## config.mk

```make
export PLATFORM = sky130hd
export DESIGN_NAME = alu_serial_flat
export DESIGN_NICKNAME = d
export VERILOG_FILES = /design/src/rtl/alu_serial_if.sv /design/src/rtl/alu_serial.sv /design/src/flat_wrapper.sv
export SDC_FILE = /design/constraint.sdc
export NUM_CORES = 1
export LEC_CHECK = 0
export BUFFER_PORTS_ARGS = -buffer_cell sky130_fd_sc_hd__buf_2
export CELL_PAD_IN_SITES_DETAIL_PLACEMENT = 1
export CELL_PAD_IN_SITES_GLOBAL_PLACEMENT = 1
export CORE_UTILIZATION = 48
export CTS_CLUSTER_DIAMETER = 120
export DETAILED_ROUTE_END_ITERATION = 16
export MAX_ROUTING_LAYER = met4
export PLACE_DENSITY = 0.93
export SLEW_MARGIN = 20
export SYNTH_ARGS = -nofsm -noshare
export SYNTH_HDL_FRONTEND = slang
export SYNTH_SLANG_ARGS = --single-unit
```

## constraint.sdc

```tcl
create_clock -name clk -period 7.3 [get_ports clk]
set_input_delay 1.095 -clock clk [delete_from_list [all_inputs] [get_ports clk]]
set_output_delay 1.095 -clock clk [all_outputs]
set_load 0.01 [all_outputs]
```

## src/rtl/alu_serial_if.sv

```systemverilog
// Request/response bundle for the byte-serial ALU.
// The master issues requests and consumes results; the slave is the ALU.
interface alu_serial_if #(
  parameter int NBYTES = 2
);
  localparam int W = 8 * NBYTES;

  logic         in_valid;
  logic         in_ready;
  logic [3:0]   opcode;
  logic [W-1:0] regA;
  logic [W-1:0] regB;
  logic         carryIn;
  logic         out_valid;
  logic         out_ready;
  logic [W-1:0] res;
  logic [7:0]   flagsOut;

  modport master (
    output in_valid, opcode, regA, regB, carryIn, out_ready,
    input  in_ready, out_valid, res, flagsOut
  );

  modport slave (
    input  in_valid, opcode, regA, regB, carryIn, out_ready,
    output in_ready, out_valid, res, flagsOut
  );
endinterface

```

## src/rtl/alu_serial.sv

```systemverilog
// Byte-serial Game Boy ALU: one byte slice per clock, with the carry/borrow/
// shift bit chained between slices. RR/BSR walk MSB-first, all else LSB-first.
//
// state | meaning
// IDLE  | ready for a request, outputs hold the last result
// EXEC  | processing one byte slice per cycle
// DONE  | result presented, waiting for out_ready
module alu_serial #(
  parameter int NBYTES = 2
) (
  input logic        clk,
  input logic        rst,
  alu_serial_if.slave bus
);
  localparam int W  = 8 * NBYTES;
  localparam int CW = (NBYTES > 1) ? $clog2(NBYTES) : 1;

  localparam logic [3:0] OP_ADD = 4'h0, OP_ADC = 4'h1, OP_SUB = 4'h2, OP_SBC = 4'h3,
                         OP_CP  = 4'h4, OP_AND = 4'h5, OP_OR  = 4'h6, OP_XOR = 4'h7,
                         OP_RL  = 4'h8, OP_RR  = 4'h9, OP_BSL = 4'hA, OP_BSR = 4'hB,
                         OP_SWAP = 4'hC;

  typedef enum logic [1:0] {IDLE, EXEC, DONE} state_t;
  state_t state, state_n;

  logic [3:0]    op_q;
  logic [W-1:0]  a_q, b_q, acc, acc_n, res_q;
  logic [7:0]    flags_q, flags_n;
  logic          chain, zacc;
  logic [CW-1:0] cnt, idx;
  logic [CW+2:0] sh;
  logic          accept, last, msb_first;
  logic [7:0]    ab, bb, sb, zb;
  logic          cn, hn;
  logic [8:0]    t9;
  logic [4:0]    t5;

  assign bus.in_ready  = (state == IDLE);
  assign bus.out_valid = (state == DONE);
  assign bus.res       = res_q;
  assign bus.flagsOut  = flags_q;

  assign accept    = bus.in_valid && bus.in_ready;
  assign last      = (cnt == CW'(NBYTES - 1));
  assign msb_first = (op_q == OP_RR) || (op_q == OP_BSR);
  assign idx       = msb_first ? (CW'(NBYTES - 1) - cnt) : cnt;
  assign sh        = {idx, 3'b000};
  assign ab        = 8'(a_q >> sh);
  assign bb        = 8'(b_q >> sh);

  // State register.
  always_ff @(posedge clk or posedge rst) begin
    if (rst) state <= IDLE;
    else     state <= state_n;
  end

  // Next-state logic.
  always_comb begin
    state_n = state;
    case (state)
      IDLE:    if (accept) state_n = EXEC;
      EXEC:    if (last) state_n = DONE;
      DONE:    if (bus.out_ready) state_n = IDLE;
      default: state_n = IDLE;
    endcase
  end

  // One byte slice: result byte, byte feeding Z, chain-out and nibble carry.
  always_comb begin
    sb = ab;
    zb = ab;
    cn = 1'b0;
    hn = 1'b0;
    t9 = '0;
    t5 = '0;
    case (op_q)
      OP_ADD, OP_ADC: begin
        t9 = {1'b0, ab} + {1'b0, bb} + {8'd0, chain};
        t5 = {1'b0, ab[3:0]} + {1'b0, bb[3:0]} + {4'd0, chain};
        sb = t9[7:0];
        zb = t9[7:0];
        cn = t9[8];
        hn = t5[4];
      end
      OP_SUB, OP_SBC, OP_CP: begin
        t9 = {1'b0, ab} - {1'b0, bb} - {8'd0, chain};
        t5 = {1'b0, ab[3:0]} - {1'b0, bb[3:0]} - {4'd0, chain};
        sb = (op_q == OP_CP) ? ab : t9[7:0];
        zb = t9[7:0];
        cn = t9[8];
        hn = t5[4];
      end
      OP_AND: begin sb = ab & bb; zb = sb; hn = 1'b1; end
      OP_OR:  begin sb = ab | bb; zb = sb; end
      OP_XOR: begin sb = ab ^ bb; zb = sb; end
      OP_RL, OP_BSL: begin sb = {ab[6:0], chain}; zb = sb; cn = ab[7]; end
      OP_RR, OP_BSR: begin sb = {chain, ab[7:1]}; zb = sb; cn = ab[0]; end
      OP_SWAP: begin sb = {ab[3:0], ab[7:4]}; zb = sb; end
      default: begin sb = ab; zb = ab; end
    endcase
  end

  // Merge the slice into the accumulator and form the final flags.
  always_comb begin
    acc_n   = (acc & ~(W'(8'hFF) << sh)) | (W'(sb) << sh);
    flags_n = 8'h00;
    if (op_q <= OP_SWAP)
      flags_n = {~(zacc | (|zb)),
                 (op_q == OP_SUB) || (op_q == OP_SBC) || (op_q == OP_CP),
                 hn, cn, 4'b0000};
  end

  // Operand latch and serial datapath; res/flags update only on the last slice.
  always_ff @(posedge clk or posedge rst) begin
    if (rst) begin
      op_q    <= '0;
      a_q     <= '0;
      b_q     <= '0;
      acc     <= '0;
      chain   <= 1'b0;
      zacc    <= 1'b0;
      cnt     <= '0;
      res_q   <= '0;
      flags_q <= '0;
    end else begin
      case (state)
        IDLE: if (accept) begin
          op_q  <= bus.opcode;
          a_q   <= bus.regA;
          b_q   <= bus.regB;
          acc   <= '0;
          zacc  <= 1'b0;
          cnt   <= '0;
          chain <= ((bus.opcode == OP_ADC) || (bus.opcode == OP_SBC) ||
                    (bus.opcode == OP_RL)  || (bus.opcode == OP_RR)) ? bus.carryIn : 1'b0;
        end
        EXEC: begin
          acc   <= acc_n;
          chain <= cn;
          zacc  <= zacc | (|zb);
          cnt   <= cnt + CW'(1);
          if (last) begin
            res_q   <= acc_n;
            flags_q <= flags_n;
          end
        end
        default: ;
      endcase
    end
  end
endmodule
```

## src/flat_wrapper.sv

```systemverilog
// flat-port wrapper written by rule: the top's interface ports become plain ports
module alu_serial_flat 
#(
  parameter int NBYTES = 2
)
  (clk, rst, bus_in_valid, bus_opcode, bus_regA, bus_regB, bus_carryIn, bus_out_ready, bus_in_ready, bus_out_valid, bus_res, bus_flagsOut);
  alu_serial_if #(.NBYTES(NBYTES)) bus_i ();
  input logic clk;
  input logic rst;
  input wire logic [$bits(bus_i.in_valid)-1:0] bus_in_valid;
  input wire logic [$bits(bus_i.opcode)-1:0] bus_opcode;
  input wire logic [$bits(bus_i.regA)-1:0] bus_regA;
  input wire logic [$bits(bus_i.regB)-1:0] bus_regB;
  input wire logic [$bits(bus_i.carryIn)-1:0] bus_carryIn;
  input wire logic [$bits(bus_i.out_ready)-1:0] bus_out_ready;
  output wire logic [$bits(bus_i.in_ready)-1:0] bus_in_ready;
  output wire logic [$bits(bus_i.out_valid)-1:0] bus_out_valid;
  output wire logic [$bits(bus_i.res)-1:0] bus_res;
  output wire logic [$bits(bus_i.flagsOut)-1:0] bus_flagsOut;
  assign bus_i.in_valid = bus_in_valid;
  assign bus_i.opcode = bus_opcode;
  assign bus_i.regA = bus_regA;
  assign bus_i.regB = bus_regB;
  assign bus_i.carryIn = bus_carryIn;
  assign bus_i.out_ready = bus_out_ready;
  assign bus_in_ready = bus_i.in_ready;
  assign bus_out_valid = bus_i.out_valid;
  assign bus_res = bus_i.res;
  assign bus_flagsOut = bus_i.flagsOut;
  alu_serial #(.NBYTES(NBYTES)) u_core (.clk(clk), .rst(rst), .bus(bus_i));
endmodule
```

# Word-level counts from Yosys, hierarchy flattened

Cells that the tools add are included.

Input bits: 41
Register bits after elaboration: 81
Output and inout bits: 26

Shift operators: 4
Reduce and logical (&&, ||, !) cells: 19
$lt $le $gt $ge: 1
Bitwise operators: 8
Equality and inequality tests: 21
Add/sub/neg operators: 10
Mux-type cells: 19

Operators with widths:

| kind                                                                | count |
|---|---|
| 8-bit one-hot mux with 8 select lines                               | 2 |
| 16-bit one-hot mux with 2 select lines                              | 1 |
| 16-bit by 4-bit >> shifter with 8-bit output                        | 2 |
| 4-bit == test (second input constant)                               | 7 |
| 16-bit bitwise AND                                                  | 1 |
| 4-bit by 3-bit == test with 1-bit output (second input constant)    | 4 |
| 16-bit two-way mux                                                  | 1 |
| 8-bit two-way mux                                                   | 2 |
| 16-bit NOT                                                          | 1 |
| 16-bit bitwise OR                                                   | 1 |
| 8-bit by 4-bit left shift with 16-bit output                        | 1 |
| 8-bit by 4-bit left shift with 16-bit output (first input constant) | 1 |
| 4-bit by 2-bit == test with 1-bit output (second input constant)    | 3 |
| 8-bit by 8-bit adder with 9-bit output                              | 1 |
| 9-bit by 1-bit adder with 9-bit output                              | 1 |
| 8-bit by 8-bit subtractor with 9-bit output                         | 1 |
| 9-bit by 1-bit subtractor with 9-bit output                         | 1 |
| 8-bit bitwise AND                                                   | 1 |
| 4-bit by 1-bit == test with 1-bit output (second input constant)    | 2 |
| 8-bit bitwise OR                                                    | 1 |
| 8-bit OR reduction                                                  | 1 |
| 8-bit XOR                                                           | 1 |
| 1-bit logical OR                                                    | 6 |
| 2-bit two-way mux                                                   | 3 |
| 26 further kinds                                                    | 36 |

# Longest topological paths before layout

Gate-level depths: netlist of run 1.

Depth after elaboration: 11
Mapped depth: 20

# Least setup slack after synthesis of run 1

OpenSTA, ideal clock, no wires.

Kind: register to register
Start: register u_core.op_q[2]
End: register u_core.flags_q[7], in the netlist u_core.bus.flagsOut[7]
Required time: 7.232 ns
Slack: 3.164 ns
Buffers on the path: 3
Arrival: 4.068 ns
Clock period less this slack: 4.136 ns
Setup time: 0.068 ns
Cell stages (with the launch flop): 18
Path through: dfrtp_1 > buf_2 > and3b_1 > buf_4 > xnor2_4 > buf_2 > mux2i_1 > xnor2_1 > ha_1 > a21o_1 > fa_1 > or3_1 > a21o_1 > a21oi_1 > xnor2_1 > o31a_1 > a2111oi_2 > a32o_1

Word-level cells in the longest chain between the ends: 11

Ends and longest elaborated chain:

| item                                                                                                         | RTL line                           | source |
|---|---|---|
| start, declared                                                                                              | alu_serial.sv:26                   | `logic [3:0] op_q;` |
| start signal, assigned                                                                                       | alu_serial.sv:128                  | `op_q <= bus.opcode;` |
| 4-bit == test                                                                                                | alu_serial.sv:45, alu_serial.sv:76 |  |
| 1-bit logical OR                                                                                             | alu_serial.sv:45                   | `assign msb_first = (op_q == OP_RR) \|\| (op_q == OP_BSR);` |
| 1-bit two-way mux                                                                                            | alu_serial.sv:46                   | `assign idx = msb_first ? (CW'(NBYTES - 1) - cnt) : cnt;` |
| 16-bit by 4-bit >> shifter with 8-bit output (on tied branches)                                              | alu_serial.sv:48, alu_serial.sv:49 |  |
| 8-bit by 8-bit subtractor with 9-bit output / 8-bit by 8-bit adder with 9-bit output (equally long branches) | alu_serial.sv:86, alu_serial.sv:78 |  |
| 9-bit by 1-bit subtractor with 9-bit output / 9-bit by 1-bit adder with 9-bit output (equally long branches) | alu_serial.sv:86, alu_serial.sv:78 |  |
| 8-bit one-hot mux with 8 select lines                                                                        | alu_serial.sv:76                   | `case (op_q)` |
| 8-bit OR reduction                                                                                           | alu_serial.sv:108                  | `flags_n = {~(zacc \| (\|zb)),` |
| 1-bit bitwise OR                                                                                             | alu_serial.sv:108                  |  |
| 1-bit NOT                                                                                                    | alu_serial.sv:108                  |  |
| 8-bit two-way mux *                                                                                          | alu_serial.sv:107                  | `if (op_q <= OP_SWAP)` |
| end signal, assigned                                                                                         | alu_serial.sv:144                  | `flags_q <= flags_n;` |
| end, declared                                                                                                | alu_serial.sv:28                   | `logic [7:0] flags_q, flags_n;` |

Every way passes the cells marked *; elsewhere a longest branch is shown, timed or not.
A chain may end at the register's enable or synchronous reset.

# Worst setup path after layout of run 1

Start: register u_core.op_q[0]
End: register u_core.flags_q[4], in the netlist u_core.bus.flagsOut[4]

Word-level cells in the longest chain between the ends: 8

Ends and longest elaborated chain:

| item                                                                                                         | RTL line |
|---|---|
| 4-bit == test                                                                                                | alu_serial.sv:45, alu_serial.sv:76 |
| 1-bit logical OR                                                                                             | alu_serial.sv:45 |
| 1-bit two-way mux                                                                                            | alu_serial.sv:46 |
| 16-bit by 4-bit >> shifter with 8-bit output (on tied branches)                                              | alu_serial.sv:48, alu_serial.sv:49 |
| 8-bit by 8-bit subtractor with 9-bit output / 8-bit by 8-bit adder with 9-bit output (equally long branches) | alu_serial.sv:86, alu_serial.sv:78 |
| 9-bit by 1-bit subtractor with 9-bit output / 9-bit by 1-bit adder with 9-bit output (equally long branches) | alu_serial.sv:86, alu_serial.sv:78 |
| 1-bit one-hot mux with 4 select lines                                                                        | alu_serial.sv:76 |
| 8-bit two-way mux *                                                                                          | alu_serial.sv:107 |

Marks and branches as above.

==> results of run 1 <==
-- flip-flops by register name (all words and copies together), names as in the netlist, 2 cells and up --
| signal | cells |
|---|---|
| u_core.a_q | 16 |
| u_core.acc | 16 |
| u_core.b_q | 16 |
| u_core.bus.res | 16 |
| u_core.bus.flagsOut | 4 |
| u_core.op_q | 4 |
| u_core.state | 2 |
-- kinds of logic (layout without fill, tap and decap cells) --
kind of cell | count (synthesis) | in the layout
AOI/OAI and AO/OA | 141 | 141
xor gates and xnor gates | 12 | 12
adders and majority gates | 31 | 31
buffers and inverters | 74 | 115
DFF | 77 | 77
muxes | 33 | 33
other | 1 | 4
and+or+nand+nor | 274 | 274
-- per-stage QoR --
step	instances	setup WS [ns]	area (sq um)	hold WS (ns)
2_1_floorplan	646	3.16	5330	0.446
3_3_place_gp	811	2.12	5660	0.458
3_5_place_dp	811	1.97	5660	0.469
4_1_cts	827	1.95	5860	0.491
5_1_grt	827	1.61	5860	0.512
6_report	827	1.91	5860	0.485
-- synth_stat cells, types with 3 or more instances --
cell type | number | area share (%)
nand4_1 | 4 | 0.47
a21o_1 | 4 | 0.57
xnor2_1 | 6 | 0.99
nor3b_1 | 4 | 0.57
o21ai_0 | 35 | 3.3
and2_1 | 6 | 0.71
dfrtp_1 | 77 | 36
mux2i_2 | 3 | 0.78
o2bb2ai_1 | 5 | 0.82
buf_2 | 5 | 0.47
nor2_1 | 36 | 2.5
a21oi_1 | 28 | 2.6
nor3_1 | 10 | 0.94
nand2_1 | 160 | 11
o21a_1 | 5 | 0.71
a31oi_1 | 3 | 0.35
clkbuf_1 | 28 | 2.0
nand3_1 | 20 | 1.9
buf_4 | 5 | 0.71
a31o_2 | 3 | 0.49
o221ai_1 | 4 | 0.66
mux2i_1 | 25 | 4.7
or3_1 | 3 | 0.35
nand2b_1 | 5 | 0.59
xor2_1 | 4 | 0.66
a211oi_1 | 6 | 0.85
buf_1 | 3 | 0.21
ha_1 | 29 | 6.8
o22ai_1 | 10 | 1.2
and3_1 | 3 | 0.35
nand3b_1 | 4 | 0.57
o21ai_1 | 8 | 0.75
mux2_2 | 4 | 0.85
nor2b_1 | 5 | 0.59
inv_1 | 30 | 2.1
o31ai_1 | 4 | 0.57
-- cell usage in the layout, fill, tap and decap left out, types with 6 or more instances in the layout --
cell type  netlist  final
o21ai_1          8      8
nor3_1          10     10
nor2_1          36     36
and2_1           6      6
xnor2_1          6      6
ha_1            29     29
o21ai_0         35     35
nand2_1        160    159
nand3_1         20     20
a21oi_1         28     28
dfrtp_1         77     76
clkbuf_8         0      9
a211oi_1         6      6
o22ai_1         10     10
buf_2            5     62
mux2i_1         25     25
inv_1           30     29
-- worst max-delay path by stage --
stage,startpoint,end,slack (ns)
after detailed placement,u_core.op_q[0]$_DFFE_PP0P_,u_core.bus.flagsOut[4]$_DFFE_PP0P_,1.97
after CTS,u_core.op_q[0]$_DFFE_PP0P_,u_core.bus.flagsOut[4]$_DFFE_PP0P_,1.95
final,u_core.op_q[0]$_DFFE_PP0P_,u_core.bus.flagsOut[4]$_DFFE_PP0P_,1.91
after global placement,u_core.op_q[0]$_DFFE_PP0P_,u_core.bus.flagsOut[4]$_DFFE_PP0P_,2.12
after global routing,u_core.op_q[0]$_DFFE_PP0P_,u_core.bus.flagsOut[4]$_DFFE_PP0P_,1.61
after floorplan,u_core.op_q[2]$_DFFE_PP0P_,u_core.bus.flagsOut[7]$_DFFE_PP0P_,3.16
-- worst reg2reg max path, delay by kind of cell, from the launching register on --
kind / cells / cell delay (ns)
xor+xnor: 2 / 0.87
mux: 1 / 0.50
flops: 1 / 0.86
fa+ha+maj: 2 / 0.69
compound gates: 7 / 1.57
buf+inv: 1 / 0.12
simple gates: 2 / 0.65
-- layout make-up --
type | instances | area (sq um) | share of cell area (%)
tap | 140 | 175 | 2.99
inverter | 32 | 121 | 2.07
timing repair buffer | 67 | 348 | 5.94
multi-input combinational | 495 | 3090 | 52.7
clock inverter | 7 | 73.8 | 1.26
sequential | 77 | 1930 | 32.9
clock buffer | 9 | 124 | 2.11
-- routing by layer --
| layer | vias up | GRT usage [%] | wire, um | share of wire, % |
|---|---|---|---|---|
| li1 | 2290 | - | - | - |
| met1 | 2493 | 43.3 | 8000 | 43 |
| met2 | 157 | 56.3 | 8750 | 47 |
| met3 | 47 | 6.08 | 1060 | 5.7 |
| met4 | 0 | 17.2 | 719 | 3.9 |
| met5 | - | - | 0 | 0 |
==> flow_summary.json, run 1 <==
{
  "status": "finished clean",
  "io_pins": 67,
  "syn_inst": 643,
  "wl_per_cell_um": 22.4,
  "syn2layout_area_growth_pct": 10.3,
  "synth-main-ff-cell": "dfrtp_1",
  "endpoint_kind": "flip-flop",
  "worst_path_max_delay_cell": "dfrtp_1",
  "grt_use_total_pct": 35.3,
  "reg2reg_depth": 15,
  "die_x_um": 107,
  "max_freq_ghz": 0.185,
  "fin_crit_ns": 5.39,
  "nets": 754,
  "whs_path_depth": 2,
  "worstPathMaxFanout": 26,
  "grt_max_degree": 78,
  "num_rows": 38,
  "yosysUniqueCellTypes": 73,
  "clock_skew_ns": 0.0192,
  "cap_violations": 0,
  "reg2reg_slack_ns": 1.91,
  "hold_buffers": 0,
  "synth-xor-area-share_pct": 2.68,
  "whs_endpoint": "u_core.b_q[10]$_DFFE_PP0P_",
  "avgViaCountPerCell": 6.03,
  "insertion_delay_ns": 0.37,
  "cp.depth": 15,
  "final_core_util_pct": 54.3,
  "arrival_ns": 5.62,
  "drt_iter0_drc": 273,
  "critPathMaxStageDelay_ns": 0.86,
  "antenna_found_initial": 0,
  "tightest_slew_ns": 1.04,
  "io_buffers": 62,
  "setup-tns-final_ns": 0,
  "ys_async_sr_fraction_pct": 100,
  "synth-simple-area-share_pct": 23.1,
  "fin_crit_sh_pct": 73.9,
  "numCtsBuffers": 9,
  "synthAdderAreaFrac_pct": 7.58,
  "relSlewSlack_pct": 30.8,
  "n_antenna_cell": 0,
  "dieArea_sq_um": 11500,
  "cts_tree": "built",
  "cts_max_level": 3,
  "vias": 4987,
  "hp-class": "flip-flop to flip-flop",
  "ys_seq_area_share_pct": 36.3,
  "cts_sinks": 77,
  "place_congestion": 0.979,
  "syn_area_sq_um": 5310,
  "final_antenna_net_count": 0,
  "reg2reg_to": "u_core.bus.flagsOut[4]$_DFFE_PP0P_",
  "syn_area_per_cell_sq_um": 8.26,
  "drive_above_1_share_pct": 15.7,
  "cp.required_ns": 7.53,
  "grt_pass1_vias": 5309,
  "ys_ff_latch": 77,
  "synthMuxAreaShare_pct": 6.62,
  "cp_top_family": "compound AO/OA/AOI/OAI gates",
  "cts-root-buf": "clkbuf_8",
  "worstSetupPathType": "flip-flop to flip-flop",
  "grt_first_pass_wirelength_um": 29200,
  "grt_setup_unrepaired": "false",
  "overflow": 0,
  "initial_core_util_pct": 49.2,
  "yosysWarnings": 0,
  "critPathLaunchType": "flip-flop",
  "finalSetupViolCount": 0,
  "hold_violations": 0,
  "fill_cells": 1349,
  "drt_pass1_iterations": 4,
  "clock_path_buffers": 2,
  "crit_chain": "nand3b_4 > xnor2_4 > mux2i_1 > inv_1 > ha_1 > a21o_1 > fa_1 > or3_1 > a21o_1 > a21oi_1 > o21bai_1 > a21oi_1 > xor2_1 > a211oi_1 > o21ai_0",
  "post_cts_resized": 0,
  "reg2reg_from": "u_core.op_q[0]$_DFFE_PP0P_",
  "synth-compound-area-share_pct": 17.8,
  "cts_setup_buffers": 0,
  "fp.dieH_um": 107,
  "hold_start": "u_core.b_q[10]$_DFFE_PP0P_",
  "synth_top_family_by_area": "simple AND/OR/NAND/NOR gates",
  "wirelength_um": 18500,
  "synth_edf_count": 0,
  "drv_slew": 0,
  "hpwl_um": 13900,
  "design.core.area_sq_um": 10800,
  "remaining_drc_errors": 0,
  "clk_pin_slew_ns": 0.10,
  "path_buf_inv": 1
}
Power of run 1 is not shown: default switching activity piles up to over one toggle a cycle in this logic, so the estimate is an artifact.
==> inputs of run 2 (changes only) <==
Settings changed: CORE_UTILIZATION 48 to 40, PLACE_DENSITY 0.93 to 0.83.
Clock period 7.3 ns to 4.6 ns, I/O delays scaled along.
==> flow_summary.json, run 2 (same netlist as run 1, synthesis figures left out) <==
{
  "drt_iter0_drc": 204,
  "clock_skew_ns": 0.00953,
  "dp.cells": 865,
  "crit_path_start": "u_core.op_q[2]$_DFFE_PP0P_",
  "antenna_found_initial": 0,
  "cap_violations": 0,
  "remaining_drc_errors": 0,
  "setup-tns-final_ns": 0,
  "initial_core_util_pct": 41.6,
  "max_freq_ghz": 0.234,
  "cts-root-buf": "clkbuf_16",
  "io_buffers": 62,
  "worstSetupPathType": "flip-flop to flip-flop",
  "cp.required_ns": 4.79,
  "wirelength_um": 17900,
  "die_x_um": 117,
  "multi_input_area_sq_um": 3090,
  "worstPathMaxFanout": 5,
  "fill_cells": 1539,
  "design.core.area_sq_um": 12800,
  "finalSetupViolCount": 0,
  "mostFrequentLayoutCell": "nand2_1",
  "fin_crit_ns": 4.28,
  "arrival_ns": 4.47,
  "fp.dieH_um": 117,
  "grt_first_pass_wirelength_um": 28900,
  "avgViaCountPerCell": 5.67,
  "grt_use_total_pct": 29.1,
  "nets": 776,
  "place_area_sq_um": 5860,
  "syn2layout_area_growth_pct": 16.6,
  "place_congestion": 0.926,
  "final_area_sq_um": 6200,
  "num_rows": 41,
  "drv_slew": 0,
  "final_antenna_net_count": 0,
  "drt_pass1_iterations": 5,
  "hold_violations": 0,
  "holdWs_ns": 0.383,
  "cts_sinks": 77,
  "reg2reg_from": "u_core.op_q[2]$_DFFE_PP0P_",
  "wl_per_cell_um": 20.3,
  "n_antenna_cell": 0,
  "instances_no_fill": 881,
  "hpwl_um": 13600,
  "grt_max_degree": 54,
  "vias": 4994,
  "status": "finished clean",
  "grt_setup_unrepaired": "false",
  "drive_above_1_share_pct": 18.3,
  "cts_tree": "built",
  "overflow": 0,
  "grt_pass1_vias": 5276,
  "io_pins": 67,
  "fin_crit_sh_pct": 93.0,
  "regArea_sq_um": 1930,
  "clock_path_buffers": 2,
  "critPathLaunchType": "flip-flop",
  "cts_max_level": 3,
  "final_cell_mix": "nand2_1 (159), dfrtp_1 (77), buf_2 (62), nor2_1 (36), o21ai_0 (35)",
  "clk_pin_slew_ns": 0.07,
  "dieArea_sq_um": 13700,
  "relSlewSlack_pct": 29.4,
  "hp-class": "input pin to async pin",
  "insertion_delay_ns": 0.35,
  "numCtsBuffers": 9,
  "hold_buffers": 0,
  "tightest_slew_ns": 1.06,
  "endpoint_kind": "flip-flop"
}
==> run 2: changes by cell type in the layout (fill, tap and decap cells not counted), moves of 2 or more <==
cell | before | now
inv_6 | 1 | 3
buf_4 | 5 | 27
clkinv_4 | 2 | 0
clkbuf_8 | 9 | 0
clkbuf_16 | 0 | 9
==> run 2: layer usage <==
metal  routed length, um  track usage, %  vias up
met5                   0               -        -
met4                 339            8.10        0
met3                 863            4.89       24
met2                8350            45.6      130
met1                8340            38.7     2509
li1                    -               -     2331
==> run 2: worst max-delay path, stage by stage, from the launching register on <==
cell	delay [ns]
dfrtp_1	0.40
and3b_1	0.41
xnor2_4	0.16
mux2i_1	0.39
xnor2_1	0.12
ha_1	0.19
a21o_1	0.21
fa_1	0.45
or3_1	0.39
a21o_1	0.19
a21oi_1	0.21
o21bai_1	0.10
a21oi_1	0.28
xor2_1	0.13
a211oi_2	0.37
o21ai_0	0.13
==> run 2: per-stage QoR <==
stage | worst slack (ns) | utilization (%)
2_1_floorplan | 0.464 | -
3_3_place_gp | 0.249 | 45.9
3_5_place_dp | 0.219 | 45.9
4_1_cts | 0.189 | 48.5
5_1_grt | 0.0247 | 48.5
6_report | 0.324 | 48.5
==> run 2: path summary, 6_finish.rpt <==
path                                                 endpoint  slack [ns]  cells after the start
setup / recovery           u_core.bus.flagsOut[4]$_DFFE_PP0P_        0.32                     15
min in group clk                    u_core.b_q[3]$_DFFE_PP0P_        0.48                      2
hold / removal                  u_core.bus.res[8]$_DFFE_PP0P_        0.38                      2
hold reg to reg                     u_core.b_q[3]$_DFFE_PP0P_        0.48                      2
max in group asynchronous           u_core.a_q[1]$_DFFE_PP0P_        3.12                      3
setup reg to reg           u_core.bus.flagsOut[4]$_DFFE_PP0P_        0.32                     15
==> run 2: cell type report <==
cell class / instances / area share, %
Inverter: 32 / 1.96
Multi-Input combinational cell: 495 / 49.9
Clock inverter: 7 / 1.66
Clock buffer: 9 / 3.63
Sequential cell: 77 / 31.1
Tap cell: 172 / 3.47
Timing Repair Buffer: 89 / 8.28
==> run 2: what timing repair did <==
| action | CTS | global route |
|---|---|---|
| setup endpoints to repair | 0 | 2 |
| buffers inserted | 0 | 0 |
| resized for setup | 0 | 1 |
Power of run 2 is left out for the same reason.
